File: config.mk
export PLATFORM = sky130hd
export DESIGN_NAME = spi_aes_slave
export DESIGN_NICKNAME = d
export VERILOG_FILES = /design/src/rtl/spi_aes_slave.sv
export SDC_FILE = /design/constraint.sdc
export NUM_CORES = 1
export LEC_CHECK = 0
export ABC_CLOCK_PERIOD_IN_PS = 4700
export CAP_MARGIN = 0
export CORE_MARGIN = 2
export CORE_UTILIZATION = 53
export DETAILED_ROUTE_END_ITERATION = 7
export GPL_ROUTABILITY_DRIVEN = 0
export PLACE_DENSITY = 0.95
export REMOVE_ABC_BUFFERS = 1
export SLEW_MARGIN = 5
export SYNTH_ARGS = -nofsm -noshare
export SYNTH_HDL_FRONTEND = slang
export SYNTH_SLANG_ARGS = --single-unit
File: constraint.sdc
create_clock -name clk -period 4.7 [get_ports clk]
set_clock_uncertainty 0.05 [all_clocks]
set_input_delay 0.705 -clock clk [delete_from_list [all_inputs] [get_ports clk]]
set_output_delay 0.705 -clock clk [all_outputs]
set_load 0.01 [all_outputs]
File: src/rtl/spi_aes_slave.sv
// spi_aes_slave
//   Serial front-end for an AES core. A chip-select-framed 1-bit link loads a
//   128-bit block and an NK*32-bit key (both LSB first). The slave then starts
//   the core and waits for it to finish. A later readout frame shifts the
//   captured result back out, LSB first.
//
// Ports
//   clk, rst_n     system/bit clock, asynchronous active-low reset
//   SIMO, CSS      serial data in, active-low chip select (frames a transaction)
//   mode           0 = load frame (msg+key), 1 = readout frame (result)
//   SOMI           registered serial data out
//   aes_msg        block register presented to the core
//   aes_key        key register presented to the core
//   aes_nr         round count for the core (constant, from NR)
//   aes_start      one-cycle start pulse to the core
//   aes_done       core completion strobe; aes_result valid in the same cycle
//   aes_result     core output
//   busy           high from the last load bit until aes_done
//   result_valid   result register holds a result that can be read out
//   frame_err      sticky error for the current or last frame
//   state_dbg      current FSM state encoding
//
// Core handshake: aes_start is high for exactly the one cycle spent in START.
// The core samples it on the edge that leaves START. The core answers with a
// single-cycle aes_done at any later cycle, which is always seen in WAIT.
// There is no backpressure in either direction.
module spi_aes_slave #(
  parameter int NK    = 4,
  parameter int NR    = 10,
  parameter int BLK_W = 128
) (
  input  logic             clk,
  input  logic             rst_n,
  input  logic             SIMO,
  input  logic             CSS,
  input  logic             mode,
  output logic             SOMI,
  output logic [BLK_W-1:0] aes_msg,
  output logic [NK*32-1:0] aes_key,
  output logic [3:0]       aes_nr,
  output logic             aes_start,
  input  logic             aes_done,
  input  logic [BLK_W-1:0] aes_result,
  output logic             busy,
  output logic             result_valid,
  output logic             frame_err,
  output logic [2:0]       state_dbg
);

  localparam int KEY_W     = NK * 32;
  localparam int LOAD_BITS = BLK_W + KEY_W;
  localparam int CNT_W     = $clog2(LOAD_BITS + 1);
  localparam int IDX_W     = $clog2(BLK_W);

  localparam logic [CNT_W-1:0] CNT_MAX  = CNT_W'(LOAD_BITS);
  localparam logic [CNT_W-1:0] MSG_LAST = CNT_W'(BLK_W - 1);
  localparam logic [CNT_W-1:0] KEY_LAST = CNT_W'(LOAD_BITS - 1);
  localparam logic [CNT_W-1:0] TX_END   = CNT_W'(BLK_W);

  typedef enum logic [2:0] {
    IDLE   = 3'd0,
    RX_MSG = 3'd1,
    RX_KEY = 3'd2,
    START  = 3'd3,
    WAIT   = 3'd4,
    TX     = 3'd5
  } state_t;

  state_t             state, state_n;
  logic               in_frame;
  logic [CNT_W-1:0]   bit_cnt;
  logic [BLK_W-1:0]   result_reg;
  logic               frame_start;
  logic               shift_msg, shift_key, cnt_inc, err_set, rv_clr, capture;
  logic               somi_n;

  // CSS low now, but it was high on the previous edge (or we are just out of reset).
  assign frame_start = !CSS && !in_frame;

  assign aes_nr    = 4'(NR);
  assign aes_start = (state == START);
  assign busy      = (state == START) || (state == WAIT);
  assign state_dbg = state;

  // The frame type latched at frame start is carried by the state itself:
  // RX_* means a load frame and TX means a readout frame. START/WAIT
  // absorb any frame that begins while the core is busy.
  always_comb begin
    state_n   = state;
    shift_msg = 1'b0;
    shift_key = 1'b0;
    cnt_inc   = 1'b0;
    err_set   = 1'b0;
    rv_clr    = 1'b0;
    capture   = 1'b0;
    somi_n    = 1'b0;
    case (state)
      IDLE: begin
        if (frame_start) begin
          cnt_inc = 1'b1;              // the start edge carries bit 0
          if (!mode) begin
            shift_msg = 1'b1;
            state_n   = RX_MSG;
          end else begin
            state_n = TX;
            if (result_valid) somi_n  = result_reg[0];
            else              err_set = 1'b1;
          end
        end
      end
      RX_MSG: begin
        if (CSS) begin
          err_set = 1'b1;
          state_n = IDLE;
        end else begin
          shift_msg = 1'b1;
          cnt_inc   = 1'b1;
          if (bit_cnt == MSG_LAST) state_n = RX_KEY;
        end
      end
      RX_KEY: begin
        if (CSS) begin
          err_set = 1'b1;
          state_n = IDLE;
        end else begin
          shift_key = 1'b1;
          cnt_inc   = 1'b1;
          if (bit_cnt == KEY_LAST) begin
            rv_clr  = 1'b1;
            state_n = START;
          end
        end
      end
      START: begin
        if (frame_start) err_set = 1'b1;
        state_n = WAIT;
      end
      WAIT: begin
        if (frame_start) err_set = 1'b1;
        if (aes_done) begin
          capture = 1'b1;
          state_n = IDLE;
        end
      end
      TX: begin
        if (CSS) begin
          if (bit_cnt < TX_END) err_set = 1'b1;
          state_n = IDLE;
        end else begin
          cnt_inc = 1'b1;
          if (result_valid && (bit_cnt < TX_END))
            somi_n = result_reg[bit_cnt[IDX_W-1:0]];
        end
      end
      default: state_n = IDLE;
    endcase
  end

  always_ff @(posedge clk or negedge rst_n) begin
    if (!rst_n) begin
      state        <= IDLE;
      in_frame     <= 1'b0;
      bit_cnt      <= '0;
      aes_msg      <= '0;
      aes_key      <= '0;
      result_reg   <= '0;
      result_valid <= 1'b0;
      frame_err    <= 1'b0;
      SOMI         <= 1'b0;
    end else begin
      state    <= state_n;
      in_frame <= !CSS;
      SOMI     <= somi_n;

      // Counter restarts every frame and saturates rather than wrapping.
      if (frame_start)
        bit_cnt <= cnt_inc ? CNT_W'(1) : '0;
      else if (cnt_inc && (bit_cnt != CNT_MAX))
        bit_cnt <= bit_cnt + 1'b1;

      if (shift_msg) aes_msg <= {SIMO, aes_msg[BLK_W-1:1]};
      if (shift_key) aes_key <= {SIMO, aes_key[KEY_W-1:1]};

      if (capture) begin
        result_reg   <= aes_result;
        result_valid <= 1'b1;
      end else if (rv_clr) begin
        result_valid <= 1'b0;
      end

      // An error seen on the start edge itself wins over the clear.
      if (err_set)          frame_err <= 1'b1;
      else if (frame_start) frame_err <= 1'b0;
    end
  end

endmodule

==> flow_metrics.env <==
export IMPL_yosysMostFrequentCell="dfrtp_1"
export IMPL_start_kind="register"
export IMPL_drive_gt1_share_pct=33.88
export IMPL_fin_crit_sh_pct=62.71
export IMPL_antenna_cells=0
export IMPL_critPathArrivalTime_ns=2.19
export IMPL_area_delta_synth_final_pct=35.45
export IMPL_dieHeight_um=179.4
export IMPL_grt_pass1_wl_mm=68.16
export IMPL_grt_pass1_vias=11420
export IMPL_grt_use_total_pct=26.76
export IMPL_cts_buffers=42
export IMPL_dr_pass1_iters=4
export IMPL_place_inst=1791
export IMPL_synth_edff_count=0
export IMPL_path_class="reg -> out"
export IMPL_synth_top_area_share_pct=61.36
export IMPL_drtIter0Drc=527
export IMPL_cp_required_ns=3.94
export IMPL_numClockSinks=400
export IMPL_vias=10390
export IMPL_grt_max_degree=136
export IMPL_slew_viol_final=0
export IMPL_stdcell_count=1869
export IMPL_tritoncts="built"
export IMPL_setup_viol=0
export IMPL_cp_max_fo=13
export IMPL_ios=402
export IMPL_totalWireLength_mm=43.32
export IMPL_slew_headroom_pct=30.50
export IMPL_yosysTopAreaCell="dfrtp_1"
export IMPL_clockBufferDepth=3
export IMPL_drc=0
export IMPL_port_buffers=397
export IMPL_synthArstFlopShare_pct=100.0
export IMPL_worstSetupEndpointType="output pin"
export IMPL_final_setup_tns_ns=0
export IMPL_avgRoutedWirePerCell_um=23.18
export IMPL_die_w_um=179.4
export IMPL_outcome="complete, no violations"
export IMPL_hold_violations=0
export IMPL_clock_fmax_mhz=339.3
export IMPL_powerDensity_nw_per_um2=480.0
export IMPL_netlist_area_sq_um=16310
export IMPL_synth_cell_types=51
export IMPL_tightest_slew_ns=1.042
export IMPL_start_util_pct=53.61
export IMPL_place_hpwl_mm=28.18
export IMPL_avgSynthCellArea_sq_um=15.69
export IMPL_cts_resized=0
export IMPL_clk_pin_slew_ns=0.06
export IMPL_fin_util_pct=72.62
export IMPL_clock_latency_ns=0.54
export IMPL_nFillCells=1804
export IMPL_ys_seq_area_share_pct=61.36
export IMPL_hold_class="in -> async"
export IMPL_yosysWarnings=0
export IMPL_synth_cells=1040
export IMPL_die_area_sq_um=32200
export IMPL_fin_crit_ns=2.947
export IMPL_maxCapViolations=0
export IMPL_core_rowCount=64
export IMPL_h_tree_depth=2
export IMPL_vias_per_cell=5.558
export IMPL_core_area_sq_um=30430
export IMPL_internal_power_uw=7638
export IMPL_antenna_found_initial=1
export IMPL_clockPowerShare_pct=32.0
export IMPL_gr_total_overflow=0
export IMPL_hold_buffers=0
export IMPL_ir_drop_v=0.0003846
export IMPL_comb_power_share_pct=24.5
export IMPL_synth_top_cells_by_count="dfrtp_1 (400), mux2_2 (389), buf_2 (42)"
export IMPL_ys_ff_latch=400
export IMPL_synthTopCellsByArea="dfrtp_1 (61%), mux2_2 (27%), mux4_2 (2.3%), mux2i_1 (1.4%), buf_2 (1.3%)"
export IMPL_cellLeakagePower_uw=0.009881
export IMPL_ant_nets=0
export IMPL_p_sw_share_pct=27.99
export IMPL_seq_power_share_pct=43.5
export IMPL_synthFlopType="dfrtp_1"
export IMPL_p_sw_uw=2968
export IMPL_nets=1576
export IMPL_rsz0062_at_grt="no"
export IMPL_post_cts_buffers=0
export IMPL_cts_root_buf="clkbuf_16"
[metal layers]
layer	track usage (%)	wire length [um]	vias to the layer above
li1	-	-	4546
met1	32.39	16490	5332
met2	45.58	21810	433
met3	9.562	3886	75
met4	7.187	1119	2
met5	0	13	-
[worst paths after layout]
kind | from | end | slack, ns | cells after the start
worst max-delay path | state_dbg[0]$_DFFE_PN0P_ | busy | 1.75 | 4
worst min-delay path | rst_n | result_reg[38]$_DFFE_PN0P_ | 0.27 | 1
worst max register to register | bit_cnt[1]$_DFFE_PN0P_ | SOMI$_DFF_PN0_ | 1.90 | 7
worst min register to register | result_reg[10]$_DFFE_PN0P_ | result_reg[10]$_DFFE_PN0P_ | 0.45 | 1
max in group asynchronous | rst_n | result_reg[1]$_DFFE_PN0P_ | 3.15 | 2
min in group clk | result_reg[10]$_DFFE_PN0P_ | result_reg[10]$_DFFE_PN0P_ | 0.45 | 1
[logic make-up after synthesis]
kind of cell,Yosys count,synth area share (%)
mux,434,31.42
flops,400,61.36
simple gates,76,2.240
buf+inv,73,2.232
compound gates,46,2.155
xor+xnor,6,0.3221
fa+ha+maj,3,0.2301
other cells,2,0.04604
[power groups by stage]
stage                     registers [uW]  clock network [uW]  logic (uW)
after CTS                           4610                3450        2620
final                               4610                3390        2600
after global routing                4690                3600        2790
after floorplan                     4550                   0        1840
after detailed placement            4650                   0        2570
after global placement              4590                   0        2500
[cell type report]
type / instances / area [sq um] / share of cell area [%]
Multi-Input combinational cell: 569 / 5964 / 26.99
Tap cell: 396 / 495.5 / 2.242
Clock inverter: 14 / 173.9 / 0.7871
Sequential cell: 400 / 10010 / 45.31
Inverter: 10 / 37.54 / 0.1699
Timing Repair Buffer: 416 / 4159 / 18.82
Clock buffer: 64 / 1255 / 5.679
[placed cells by master, fill, tap and decap left out, types with 2 or more instances in the layout]
master	instances
bufinv_16	3
a221oi_1	2
clkbuf_1	11
and2_1	2
buf_4	16
xor2_1	2
clkbuf_8	10
nand4_1	8
nor3_1	5
nor2b_1	6
nand2_1	18
clkinv_8	2
inv_1	9
mux2i_1	23
mux2_2	389
buf_12	3
clkbuf_16	43
a22o_1	3
a22oi_1	5
o2111ai_1	2
xnor2_1	4
clkinv_2	7
mux4_2	17
a21o_1	2
ha_1	3
mux4_1	5
nand2b_1	2
clkdlybuf4s50_1	396
dfrtp_1	399
nand3_1	3
a21oi_1	8
o21ai_0	6
nand3b_1	2
conb_1	4
a211oi_1	2
o211ai_1	2
nor2_1	24
[through the flow]
stage,hold WS [ns],total power (uW),setup slack [ns],cell area (sq um)
after detailed placement,0.4413,7223,1.447,20670
final,0.2683,10610,1.753,22100
after global routing,0.3395,11080,1.655,22100
after floorplan,0.3594,6389,-5.950,15990
after global placement,0.4316,7093,1.496,20670
after CTS,0.2882,10680,1.742,22100
[critical path, cell delays in order, from the launching register on]
cell	delay [ns]
dfrtp_1	0.53
nor2_1	0.28
nand2_1	0.08
nand2_1	0.14
clkdlybuf4s50_1	0.63
Note: power is estimated with default switching activity, not from simulation.
